<file path="src/rtl/uart_rx_cfg.sv">
// uart_rx_cfg: parametrised UART receiver.
//   Configurable data width (5..9, LSB first), parity (none/even/odd) and
//   1 or 2 stop bits. The input passes through a 2-flop synchroniser, and a
//   start bit must still be low at its mid-point or the edge is treated as a glitch.
//   Parity, framing and break conditions are reported alongside each frame.
// Ports:
//   i_Clock      system clock, rising edge
//   i_Rst_n      asynchronous active-low reset
//   i_Rx_Serial  raw serial line, idle high, asynchronous to i_Clock
//   o_Rx_DV      one-cycle pulse: frame complete, byte and flags valid
//   o_Rx_Byte    received data, held until the next o_Rx_DV
//   o_Parity_Err parity mismatch (always 0 when PARITY_MODE == 0)
//   o_Frame_Err  some stop bit was sampled low
//   o_Break      every data, parity and stop sample was low
//   o_Busy       receiver is not idle
module uart_rx_cfg #(
  parameter int unsigned CLKS_PER_BIT = 5208,
  parameter int unsigned DATA_BITS    = 8,
  parameter int unsigned PARITY_MODE  = 0,
  parameter int unsigned STOP_BITS    = 1
) (
  input  logic                 i_Clock,
  input  logic                 i_Rst_n,
  input  logic                 i_Rx_Serial,
  output logic                 o_Rx_DV,
  output logic [DATA_BITS-1:0] o_Rx_Byte,
  output logic                 o_Parity_Err,
  output logic                 o_Frame_Err,
  output logic                 o_Break,
  output logic                 o_Busy
);

  localparam int unsigned CntW = $clog2(CLKS_PER_BIT);
  localparam int unsigned IdxW = $clog2(DATA_BITS);

  localparam logic [CntW-1:0] CntLast  = CntW'(CLKS_PER_BIT - 1);
  localparam logic [CntW-1:0] CntHalf  = CntW'((CLKS_PER_BIT - 1) / 2);
  localparam logic [IdxW-1:0] IdxLast  = IdxW'(DATA_BITS - 1);
  localparam logic [IdxW-1:0] StopLast = IdxW'(STOP_BITS - 1);
  localparam logic            OddPar   = (PARITY_MODE == 2);

  typedef enum logic [2:0] {
    StIdle,
    StStart,
    StData,
    StParity,
    StStop,
    StDone,
    StWaitIdle
  } state_e;

  state_e                 state_q, state_d;
  logic                   rx_meta_q, rx_meta_d;
  logic                   rx_s_q, rx_s_d;
  logic [CntW-1:0]        clk_cnt_q, clk_cnt_d;
  // Indexes data bits in StData and is reused as the stop-bit index in StStop.
  logic [IdxW-1:0]        bit_idx_q, bit_idx_d;
  logic [DATA_BITS-1:0]   shift_q, shift_d;
  logic                   par_err_q, par_err_d;
  logic                   frm_err_q, frm_err_d;
  // Any sample after the start bit seen high; its absence means a break.
  logic                   any_high_q, any_high_d;
  logic                   dv_q, dv_d;
  logic [DATA_BITS-1:0]   byte_q, byte_d;
  logic                   perr_out_q, perr_out_d;
  logic                   ferr_out_q, ferr_out_d;
  logic                   brk_q, brk_d;
  logic                   busy_q, busy_d;

  logic mid_bit;
  assign mid_bit = (clk_cnt_q == CntLast);

  always_comb begin
    state_d    = state_q;
    rx_meta_d  = i_Rx_Serial;
    rx_s_d     = rx_meta_q;
    clk_cnt_d  = clk_cnt_q;
    bit_idx_d  = bit_idx_q;
    shift_d    = shift_q;
    par_err_d  = par_err_q;
    frm_err_d  = frm_err_q;
    any_high_d = any_high_q;
    dv_d       = 1'b0;
    byte_d     = byte_q;
    perr_out_d = perr_out_q;
    ferr_out_d = ferr_out_q;
    brk_d      = brk_q;

    unique case (state_q)
      StIdle: begin
        clk_cnt_d = '0;
        if (!rx_s_q) begin
          state_d = StStart;
        end
      end

      StStart: begin
        if (clk_cnt_q == CntHalf) begin
          clk_cnt_d = '0;
          if (rx_s_q) begin
            state_d = StIdle;
          end else begin
            state_d    = StData;
            bit_idx_d  = '0;
            par_err_d  = 1'b0;
            frm_err_d  = 1'b0;
            any_high_d = 1'b0;
          end
        end else begin
          clk_cnt_d = clk_cnt_q + 1'b1;
        end
      end

      StData: begin
        if (mid_bit) begin
          clk_cnt_d  = '0;
          shift_d    = {rx_s_q, shift_q[DATA_BITS-1:1]};
          any_high_d = any_high_q | rx_s_q;
          if (bit_idx_q == IdxLast) begin
            bit_idx_d = '0;
            state_d   = (PARITY_MODE != 0) ? StParity : StStop;
          end else begin
            bit_idx_d = bit_idx_q + 1'b1;
          end
        end else begin
          clk_cnt_d = clk_cnt_q + 1'b1;
        end
      end

      StParity: begin
        if (mid_bit) begin
          clk_cnt_d  = '0;
          par_err_d  = ((^shift_q) ^ rx_s_q) != OddPar;
          any_high_d = any_high_q | rx_s_q;
          state_d    = StStop;
        end else begin
          clk_cnt_d = clk_cnt_q + 1'b1;
        end
      end

      StStop: begin
        if (mid_bit) begin
          clk_cnt_d  = '0;
          frm_err_d  = frm_err_q | ~rx_s_q;
          any_high_d = any_high_q | rx_s_q;
          if (bit_idx_q == StopLast) begin
            state_d = StDone;
          end else begin
            bit_idx_d = bit_idx_q + 1'b1;
          end
        end else begin
          clk_cnt_d = clk_cnt_q + 1'b1;
        end
      end

      StDone: begin
        dv_d       = 1'b1;
        byte_d     = shift_q;
        perr_out_d = par_err_q;
        ferr_out_d = frm_err_q;
        brk_d      = ~any_high_q;
        // A low stop bit may be a held-low line; wait for idle so it yields one DV.
        state_d    = frm_err_q ? StWaitIdle : StIdle;
      end

      StWaitIdle: begin
        if (rx_s_q) begin
          state_d = StIdle;
        end
      end

      default: state_d = StIdle;
    endcase

    busy_d = (state_d != StIdle);
  end

  always_ff @(posedge i_Clock or negedge i_Rst_n) begin
    if (!i_Rst_n) begin
      state_q    <= StIdle;
      rx_meta_q  <= 1'b1;
      rx_s_q     <= 1'b1;
      clk_cnt_q  <= '0;
      bit_idx_q  <= '0;
      shift_q    <= '0;
      par_err_q  <= 1'b0;
      frm_err_q  <= 1'b0;
      any_high_q <= 1'b0;
      dv_q       <= 1'b0;
      byte_q     <= '0;
      perr_out_q <= 1'b0;
      ferr_out_q <= 1'b0;
      brk_q      <= 1'b0;
      busy_q     <= 1'b0;
    end else begin
      state_q    <= state_d;
      rx_meta_q  <= rx_meta_d;
      rx_s_q     <= rx_s_d;
      clk_cnt_q  <= clk_cnt_d;
      bit_idx_q  <= bit_idx_d;
      shift_q    <= shift_d;
      par_err_q  <= par_err_d;
      frm_err_q  <= frm_err_d;
      any_high_q <= any_high_d;
      dv_q       <= dv_d;
      byte_q     <= byte_d;
      perr_out_q <= perr_out_d;
      ferr_out_q <= ferr_out_d;
      brk_q      <= brk_d;
      busy_q     <= busy_d;
    end
  end

  assign o_Rx_DV      = dv_q;
  assign o_Rx_Byte    = byte_q;
  assign o_Parity_Err = perr_out_q;
  assign o_Frame_Err  = ferr_out_q;
  assign o_Break      = brk_q;
  assign o_Busy       = busy_q;

endmodule

</file>
<file path="config.mk">
export PLATFORM = sky130hd
export DESIGN_NAME = uart_rx_cfg
export DESIGN_NICKNAME = d
export VERILOG_FILES = /design/src/rtl/uart_rx_cfg.sv
export SDC_FILE = /design/constraint.sdc
export NUM_CORES = 1
export LEC_CHECK = 0
export CORE_ASPECT_RATIO = 1.5
export CORE_MARGIN = 1
export CORE_UTILIZATION = 60
export CTS_BUF_LIST = sky130_fd_sc_hd__clkbuf_8
export DETAILED_ROUTE_END_ITERATION = 10
export PLACE_DENSITY = 0.84
export SLEW_MARGIN = 10
export SYNTH_ARGS = -nofsm -noshare
export SYNTH_HDL_FRONTEND = slang
export SYNTH_SLANG_ARGS = --single-unit
export TNS_END_PERCENT = 1
</file>
<file path="constraint.sdc">
create_clock -name i_Clock -period 2.5 [get_ports i_Clock]
set_input_delay 0.5 -clock i_Clock [delete_from_list [all_inputs] [get_ports i_Clock]]
set_output_delay 0.5 -clock i_Clock [all_outputs]
set_load 0.02 [all_outputs]
</file>
==> run metrics, run 1 <==
Syn Inst Count=201; post-layout min period=2060 ps; Die W=52.3 um; IO Count=16; Core Area=0.00365 mm2; Total Wirelength=4540 um; DR pass1 iterations=4; worst vdd ir=0.442 mV; layout cells sized above 1=0.202; final hold vios=0; Synth top cells by count=dfrtp_1 (43), mux2_2 (22), nor2_1 (17); Max Slew Vio Count=0; number of synthesized register bits=45; fraction of registers with async set/reset=1.00; Slew HR=0.664; max cap viols=0; drt wl/cell=17.4 um; Seq/Total Area, Yosys=0.496; Final Skew=9.90 ps; Setup TNS=0 ps; GR Overflow Total=0; Clk pin slew, worst setup/hold paths=90 ps; routed vias=1662; first-pass GRT wire length=7890 um; leak pwr=1.17 nW; grt met2 use=0.463; met3 Use GR=0.0549; diode count=0; endpoint arrival time on the critical path=2290 ps; Netlist Area Pre-Place=0.00227 mm2; Post-DP HPWL=3360 um; worst hold path class=in -> async; PortBufs=15; gp weighted congestion=0.847; total clock sinks=45; post-detailed-route count of antenna-violating nets=0; synthesis-to-finish area growth=11.6%; Syn Area/Cell=11.3 um2; initial drt markers=106; Tcrit/Tclk final=0.824; Ys Warns=0; placed cells=253; Crit Path Category=reg -> reg; Core Rows=27; clk_lat worst skew=300 ps; slew at the pin with the worst max-slew slack=504 ps; post-CTS sizing=0; area leader, netlist=dfrtp_1; most frequent cell after synthesis=dfrtp_1; CTS buffer count=5; Post-synth top flop=dfrtp_1; Worst EP required=2730 ps; pwr/cell area=482 mW/mm2; die area=0.00405 mm2; pre-CTS setup slack=499 ps; CP Max Fanout=18; final worst setup slack=440 ps; initial antenna violation count=0; # H-tree levels=2; run status=complete, no violations; CTS root buffer=clkbuf_8; Worst setup EP type=register; cts hold-fix bufs=0; crit start category=register; maximum clock frequency=485 MHz; Post-Layout Cell Count=261; Post-synth EDFFs=0; gr usage total=0.263; CTS tree=done; worst hold slack=131 ps; Area contributors post-synth=dfrtp_1 (47%), mux2_2 (11%), xnor2_1 (5.4%); met1 Track Usage GR=0.305; Post CTS Setup Buffer Count=0; Synth top area share=0.473; vias in the first global route=1686; drt drc=0; final setup fails=0; vias per inst=6.37; Die H=77.4 um; starting utilization of the core area=0.623; Power Total=1.22 mW; clk buf depth=2; Most Used Layer, Global Route=met2; syn_nets=208; nets@finish=224; number of distinct library cells after synthesis=48; RSZ-0062 raised after global routing=false; largest net degree at the start of global routing=22
[metrics by stage]
stage	instance area, um2	utilization
after floorplan	2270	-
after global placement	2440	0.670
after detailed placement	2440	0.670
after CTS	2540	0.696
after global routing	2540	0.696
final	2540	0.696
[worst paths after layout]
check / start / to / slack, ps / cells after the start
max in group asynchronous: i_Rst_n / bit_idx_q[1] / 1810 / 2
setup reg to reg: state_q[0] / clk_cnt_q[11] / 440 / 4
min in group i_Clock: rx_meta_q / rx_s_q / 370 / 0
hold / removal: i_Rst_n / o_Break / 130 / 1
hold reg to reg: rx_meta_q / rx_s_q / 370 / 0
setup / recovery: state_q[0] / clk_cnt_q[11] / 440 / 4
[state kept, by name, indices dropped and copies added (netlist names)]
name and flops:
clk_cnt_q 13, o_Rx_Byte 8, shift_q 8, bit_idx_q 3, state_q 3, any_high_q 1
frm_err_q 1, o_Break 1, o_Busy 1, o_Frame_Err 1, o_Parity_Err 1, o_Rx_DV 1
par_err_q 1, rx_meta_q 1, rx_s_q 1
[cell families after synthesis]
family,synth area share
buffers and inverters,0.0324
flip-flops,0.496
AO/OA/AOI/OAI,0.0754
adder cells (fa/ha/maj),0.0220
multiplexers,0.113
XOR/XNOR,0.0715
AND/OR/NAND/NOR,0.189
[report_power, final]
group / internal (mW) / total, mW / leakage, nW / switching [mW]
Sequential: 0.730 / 0.733 / 0.602 / 0.00313
Combinational: 0.00552 / 0.0205 / 0.526 / 0.0150
Clock: 0.204 / 0.470 / 0.0452 / 0.266
[cells in the final DEF, fill, tap and decap left out, types with 2 or more instances in the layout]
cell type	count
a21oi_1	3
a22o_1	2
a31oi_1	4
and3_1	2
and3b_1	2
and4bb_2	3
buf_4	3
clkbuf_8	5
clkdlybuf4s50_1	14
dfrtp_1	43
dfstp_2	2
ha_1	4
inv_1	6
inv_6	2
mux2_2	22
nand2_1	7
nand2b_1	3
nand3_1	7
nand4_1	6
nor2_1	17
nor2b_1	4
nor3_1	4
nor4_1	3
nor4b_1	3
nor4bb_1	2
o21ai_0	4
o31ai_1	2
or2_2	3
xnor2_1	14
xor2_1	2
[routing by layer]
metal,share of wire,vias up
met4,0.026,0
met1,0.38,835
met3,0.041,16
li1,-,757
met5,0,-
met2,0.56,54
[area by class of cell]
type	count	area [um2]
flip-flops and latches	45	1130
fillers	259	1110
multi-input cells	141	1070
repair buffers	18	168
clock buffers	5	68.8
well taps	43	53.8
clock inverters	3	25.0
inverters	6	22.5
[worst max-delay path, stage by stage, from the launching register on]
cell     delay (ps)
dfrtp_1         570
o21a_1          400
or3b_1          440
or4_1           420
a21oi_1         160
No activity file was read; power rests on OpenSTA's default activity.
==> run 2, diff against run 1 <==
- clock period: 2.5 -> 1.9 ns (I/O delays scaled with it)
==> run metrics, run 2 (synthesized netlist as in run 1, its figures left out) <==
run status=complete, no violations; Power Total=1.72 mW (+41%); final worst setup slack=72.0 ps (-368 ps); slew at the pin with the worst max-slew slack=540 ps (+36.1 ps); Final Skew=10.2 ps (+0.325 ps); CTS root buffer=clkbuf_8; # H-tree levels=2 (unchanged); CP Max Fanout=8 (-10); most frequent cells in the layout=dfrtp_1 (43), mux2_2 (22), nor2_1 (17); WL met2=2880 um (+14%); met3 wire length=252 um (+37%); final setup fails=0 (unchanged); Post-Layout Cell Count=273 (+4.6%); Most flops, register=clk_cnt_q; final hold vios=0 (unchanged); layout cells sized above 1=0.261 (+0.0590); PortBufs=15 (unchanged); drt wl/cell=19.2 um (+10%); drt drc=0 (unchanged); max reg flops=13 (unchanged); Clk pin slew, worst setup/hold paths=90 ps (about the same); gr usage total=0.295 (+0.0318); IO Count=16 (unchanged); Total Wirelength=5230 um (+15%); critical path's top delay family=simple AND/OR/NAND/NOR gates; worst vdd ir=0.742 mV (+68%); Worst setup EP type=register; max layer used=met4; CTS buffer count=5 (unchanged); synthesis-to-finish area growth=18.5%; largest net degree at the start of global routing=27 (+23%); DRT met1 WL=1900 um (+12%); gp weighted congestion=0.896 (+5.8%); maximum clock frequency=547 MHz (+13%); vias in the first global route=1815 (+7.7%); starting utilization of the core area=0.623 (unchanged); largest stage delay on the critical path=390 ps (-180 ps); pre-CTS setup slack=-92.9 ps (-592 ps); commonest non-fill, non-tap cell in the layout=dfrtp_1; Core Rows=27 (unchanged); Tcrit/Tclk final=0.962 (+0.138); die area=0.00405 mm2 (unchanged); first-pass GRT wire length=8630 um (+9.4%); clk_lat worst skew=300 ps (about the same); leak pwr=1.25 nW (+6.6%); vias per inst=6.29 (-1.3%); cell with the largest stage delay on the worst path=dfrtp_1; Setup TNS=0 ps (unchanged); max cap viols=0 (unchanged); Slew HR=0.640 (-0.0240); initial drt markers=92 (-13%); Die W=52.3 um (unchanged); routed vias=1716 (+3.2%); placed cells=264 (+4.3%); Max Slew Vio Count=0 (unchanged); clk buf depth=2 (unchanged); worst hold path class=in -> async; Core Area=0.00365 mm2 (unchanged); DR pass1 iterations=4 (unchanged); Post-DP HPWL=3760 um (+12%); CTS tree=done; initial antenna violation count=0 (unchanged); nets@finish=236 (+5.4%); post-layout min period=1830 ps (-232 ps); Crit Path Category=reg -> reg; total clock sinks=45 (unchanged); GR Overflow Total=0 (unchanged); Die H=77.4 um (unchanged); crit start category=register; diode count=0 (unchanged); pwr/cell area=638 mW/mm2 (+32%); Buf+Inv Stages, Crit Path=1 (+1); Worst EP required=2080 ps (-650 ps); worst hold slack=51.4 ps (-79.5 ps); endpoint arrival time on the critical path=2000 ps (-290 ps); CP Cell Sequence=ha_1 -> and4bb_2 -> nand4_1 -> nor2_2 -> buf_12 -> mux2_2; post-detailed-route count of antenna-violating nets=0 (unchanged)
run 2: metrics by stage:
stage / utilization / cell area (um2)
global placement: 0.696 / 2540
CTS: 0.734 / 2680
detailed placement: 0.696 / 2540
floorplan: - / 2270
global route: 0.739 / 2700
finish: 0.739 / 2700
run 2: final timing paths:
check                      slack (ps)    startpoint            to  depth (start not counted)
max                                70  clk_cnt_q[1]    shift_q[3]                          6
min                                50       i_Rst_n       o_Rx_DV                          1
max reg2reg                        70  clk_cnt_q[1]    shift_q[3]                          6
min reg2reg                       360     rx_meta_q        rx_s_q                          0
max in group asynchronous        1160       i_Rst_n  bit_idx_q[0]                          2
min in group i_Clock              360     rx_meta_q        rx_s_q                          0
run 2: area by class of cell:
cell class | count | area [um2]
clock buffer | 5 | 68.8
clock inverter | 3 | 46.3
fill | 234 | 953
inverter | 6 | 22.5
multi-input combinational | 141 | 1100
sequential | 45 | 1130
tap | 43 | 53.8
timing repair buffer | 30 | 270
run 2: power by group:
part | switching (mW) | total, mW | internal, mW | leakage [nW]
Clock | 0.334 | 0.728 | 0.394 | 0.0543
Sequential | 0.00173 | 0.962 | 0.961 | 0.602
Combinational | 0.0228 | 0.0304 | 0.00760 | 0.594
run 2: worst register-to-register path, cell delays in order (launching register included):
cell      delay [ps]
dfrtp_1          390
ha_1             230
and4bb_2         300
nand4_1          140
nor2_2           170
buf_12           140
mux2_2           340
run 2: repair_timing:
action | CTS | global route
endpoints found under the setup margin | 2 | 14
pin swaps | 0 | 1
hold buffers | 0 | 0
resized for setup | 2 | 3
buffers inserted | 1 | 0
run 2: per-layer routing:
metal	global-route usage	vias up
met3	0.0588	20
met2	0.521	70
met5	0	-
met4	0.139	0
met1	0.325	845
li1	-	781
==> variant 1 (settings of run 1) <==
The 7 states of `state_e` get a Gray code encoding in 3 bits.
--- a/src/rtl/uart_rx_cfg.sv
+++ b/src/rtl/uart_rx_cfg.sv
@@ -41,11 +41,11 @@
 
   typedef enum logic [2:0] {
-    StIdle,
-    StStart,
-    StData,
-    StParity,
-    StStop,
-    StDone,
-    StWaitIdle
+    StIdle     = 3'b000,
+    StStart    = 3'b001,
+    StData     = 3'b011,
+    StParity   = 3'b010,
+    StStop     = 3'b110,
+    StDone     = 3'b111,
+    StWaitIdle = 3'b101
   } state_e;
 
Check against the original RTL: no difference found for any inputs over 10 cycles, from zero or initial values and one cycle with i_Rst_n low; not proved beyond that.
==> variant 1 against run 1 <==
Setup slack lost 0.33 ns; sequential power is essentially flat; non-clock buffer count grew 6; sequential cell count is the same; final area grew 2.3%; total power grew 4.5%; wire length shrank 8.3%; count of clock-buffer cells in the layout is the same; sequential share of layout area shrank 0.99 points; synthesized area grew 0.28%; critical path type unchanged; highest routed layer unchanged.
==> variant 1: results <==
routing:
  detail_route.wirelength.met1_mm: 1.69
  drtIter0Drc: 30
  via_total_after_detailed_routing: 1637
  viasPerCell: 5.95
  dr_wl_met2_mm: 2.23
timing:
  post_route_skew_ns: 0.00873
final_layout:
  final_layout_size_suffix_gt1_frac: 0.194
  final_nets: 238
logic_synthesis:
  yosys.area_share.adder: 0.0219
  synth_top_cells_by_area: "sky130_fd_sc_hd__dfrtp_1, sky130_fd_sc_hd__mux2_2, sky130_fd_sc_hd__nand2_1"
  count_of_unique_library_cells_instantiated_by_yosys: 49
  post_synth_mux_area_share: 0.0993
  synth.yosys.seq_area_share: 0.495
  synth-compound-area-share: 0.130
  ys_top_cells_by_count: "sky130_fd_sc_hd__dfrtp_1, sky130_fd_sc_hd__nand2_1, sky130_fd_sc_hd__mux2_2"
  synth.net_count: 220
  post_synthesis_mean_instance_area_um2: 10.7
worst_setup_path:
  arrival_ns: 2.57
  critical-path-max-stage-delay_ns: 0.42
grt:
  grt_util_all_layers: 0.227
floorplan:
  dieWidth_um: 52.3
placement:
  placedInstanceArea_um2: 2470
  gp_congestion: 0.903
  place_worst_setup_slack_ns: 0.0805
  numPlacedInstances: 265
status:
  outcome: "complete, no violations"
worst_hold_path:
  type_of_the_worst_min_delay_path: "flop to flop"
==> variant 1: changes by cell type after synthesis, moves of 4 or more <==
cell / before / now
sky130_fd_sc_hd__a21oi_1: 3 / 10
sky130_fd_sc_hd__nor3_1: 4 / 0
sky130_fd_sc_hd__xnor2_1: 14 / 7
sky130_fd_sc_hd__a31oi_1: 4 / 11
sky130_fd_sc_hd__o21ai_0: 4 / 10
sky130_fd_sc_hd__nand2_1: 7 / 26
sky130_fd_sc_hd__nand4_1: 6 / 2
sky130_fd_sc_hd__mux2_2: 22 / 17
sky130_fd_sc_hd__clkbuf_1: 4 / 9
sky130_fd_sc_hd__nor2_1: 17 / 7
==> variant 1: per-layer routing <==
layer,vias up,global-route usage
met5,-,0
met2,44,0.396
met4,0,0.116
met1,783,0.252
li1,801,-
met3,9,0.0412
==> variant 1: critical path: cells and delay by family, from the launching register on <==
| kind | cells | cell delay, ns |
|---|---|---|
| adders and majority gates | 1 | 0.20 |
| and+or+nand+nor | 2 | 0.69 |
| DFF | 1 | 0.42 |
| buffers and inverters | 1 | 0.21 |
| muxes | 1 | 0.33 |
| AOI/OAI and AO/OA | 2 | 0.43 |
==> variant 1: through the flow <==
step           utilization  hold slack (ns)
2_1_floorplan            -            0.204
3_3_place_gp         0.677            0.288
3_5_place_dp         0.677            0.290
4_1_cts              0.710            0.360
5_1_grt              0.712            0.368
6_report             0.712            0.359
==> variant 1: what timing repair did <==
action,CTS,global route
hold buffers,1,0
buffers inserted,0,1
hold endpoints to repair,1,0
resized for setup,0,0
endpoints found under the setup margin,0,6
==> variant 1: area by class of cell <==
type,instances,area [µm²]
fill,271,1050
clock inverter,3,38.8
timing repair buffer,24,215
tap,43,53.8
clock buffer,5,68.8
inverter,4,15.0
multi-input combinational,151,1080
sequential,45,1130
==> variant 1: power breakdown <==
part	total (mW)	internal (mW)	switching (mW)
Combinational	0.0216	0.00681	0.0148
Clock	0.525	0.292	0.232
Sequential	0.732	0.730	0.00199
==> variant 1: logic make-up (layout without fill, tap and decap cells) <==
family | count (synthesis) | after routing
DFF | 45 | 45
xor gates and xnor gates | 9 | 9
buffers and inverters | 17 | 36
and+or+nand+nor | 73 | 73
adders and majority gates | 4 | 4
AOI/OAI and AO/OA | 45 | 45
muxes | 20 | 20
==> variant 1: worst paths after layout <==
kind	from	slack (ns)	endpoint	cells after the start
setup / recovery	clk_cnt_q[0]	0.11	bit_idx_q[2]	7
hold / removal	rx_meta_q	0.36	rx_s_q	0
setup reg to reg	clk_cnt_q[0]	0.11	bit_idx_q[2]	7
hold reg to reg	rx_meta_q	0.36	rx_s_q	0
max in group asynchronous	i_Rst_n	1.49	rx_meta_q	3
min in group asynchronous	i_Rst_n	0.51	o_Rx_DV	2
==> variant 2 (flow settings as in run 1) <==
Without the edit above. Set the parameter `DATA_BITS` to 4 (it was 8).
--- a/src/rtl/uart_rx_cfg.sv
+++ b/src/rtl/uart_rx_cfg.sv
@@ -16,5 +16,5 @@
 module uart_rx_cfg #(
   parameter int unsigned CLKS_PER_BIT = 5208,
-  parameter int unsigned DATA_BITS    = 8,
+  parameter int unsigned DATA_BITS    = 4,
   parameter int unsigned PARITY_MODE  = 0,
   parameter int unsigned STOP_BITS    = 1
Interface: changed (resized o_Rx_Byte); port bits go from 16 to 12. The function was not compared with the original's and may differ.
==> variant 2 against run 1 <==
Hold slack gained 0.24 ns; sequential cell count shrank 9; synthesized area shrank 15%; total power shrank 7.8%; wire length shrank 8.0%; global-route usage grew 0.89 points; combinational power shrank 22%; setup slack lost 0.064 ns; first-iteration DRC count shrank 18%; fmax shrank 3.0%; final area shrank 15%; critical path type unchanged; critical endpoint is now par_err_q; largest cell class is now multi-input combinational cells.
==> variant 2: results <==
final_layout:
  final_layout_size_suffix_gt1_frac: 0.153
  final_nets: 207
  n_fill_cell: 221
  instances_no_fill: 241
timing:
  post_route_skew_ns: 0.00887
logic_synthesis:
  postSynthCellCount: 191
  yosys.area_share.adder: 0.0194
  synth_top_cells_by_area: "sky130_fd_sc_hd__dfrtp_1, sky130_fd_sc_hd__nand2_1, sky130_fd_sc_hd__and4bb_2"
  ys_top_cells_by_count: "sky130_fd_sc_hd__dfrtp_1, sky130_fd_sc_hd__nand2_1, sky130_fd_sc_hd__nor2_1"
  synth.yosys.seq_area_share: 0.468
  synth-compound-area-share: 0.101
  post_synth_mux_area_share: 0.0285
  synth.net_count: 197
  synthXorXnorAreaFrac: 0.0589
  count_of_unique_library_cells_instantiated_by_yosys: 46
worst_setup_path:
  regToRegEndpoint: "par_err_q"
  setup.reg_to_reg.worst_slack_ns: 0.38
  arrival_ns: 2.32
placement:
  numPlacedInstances: 233
  portBuffers: 11
  gp_congestion: 0.920
  hpwl_detailed_mm: 2.82
routing:
  wire_length_per_cell_after_detailed_routing_um: 17.3
  drtIter0Drc: 87
  via_total_after_detailed_routing: 1512
status:
  outcome: "complete, no violations"
grt:
  grt_first_pass_wirelength_mm: 7.11
  grt_max_degree: 37
  number_of_global_route_vias_before_repair: 1584
power_and_ir_drop:
  power_leakage_nw: 0.942
  vdd_ir_drop_max_uv: 510
variant 2: cell types whose count changed in the layout (fill, tap and decap cells not counted), sizes merged, moves of 4 or more:
cell   change
xnor2      -7
o21ai      +4
xor2       +4
dfrtp      -9
a21oi      +4
mux2      -18
nand2     +21
variant 2: layer usage:
layer,global-route usage,routed length [µm],vias up
met5,0,0,-
met3,0.0616,186,12
li1,-,-,697
met2,0.505,2280,45
met1,0.290,1620,758
met4,0.124,88,0
variant 2: worst max path at each step:
stage,start,end,slack [ns],depth (start not counted)
5_1_grt,state_q[0],o_Busy,0.26,4
3_3_place_gp,clk_cnt_q[0],o_Busy,0.52,6
2_1_floorplan,clk_cnt_q[0],o_Busy,0.59,6
3_5_place_dp,clk_cnt_q[0],o_Busy,0.44,6
6_report,state_q[0],par_err_q,0.38,4
4_1_cts,clk_cnt_q[0],o_Busy,0.43,6
variant 2: layout make-up:
type,count,area (µm²),area share
multi-input cells,141,961,0.444
well taps,39,48.8,0.0225
repair buffers,12,118,0.0543
clock buffers,5,68.8,0.0318
inverters,5,18.8,0.00867
clock inverters,3,46.3,0.0214
flip-flops and latches,36,903,0.417
variant 2: through the flow:
stage	utilization	worst slack [ns]	hold slack [ns]
finish	0.728	0.376	0.367
global placement	0.689	0.516	0.350
floorplan	-	0.587	0.204
CTS	0.728	0.429	0.366
global route	0.728	0.265	0.371
detailed placement	0.689	0.436	0.352
variant 2: logic make-up (layout without fill, tap and decap cells):
group	Yosys count	after routing
buffers and inverters	14	25
adders and majority gates	3	3
muxes	5	5
AOI/OAI and AO/OA	30	30
xor gates and xnor gates	13	13
DFF	36	36
and+or+nand+nor	90	90
variant 2: power by group:
part,internal (mW),switching [mW]
logic,0.00433,0.0116
registers,0.585,0.00266
clock network,0.300,0.224
total,0.889,0.239
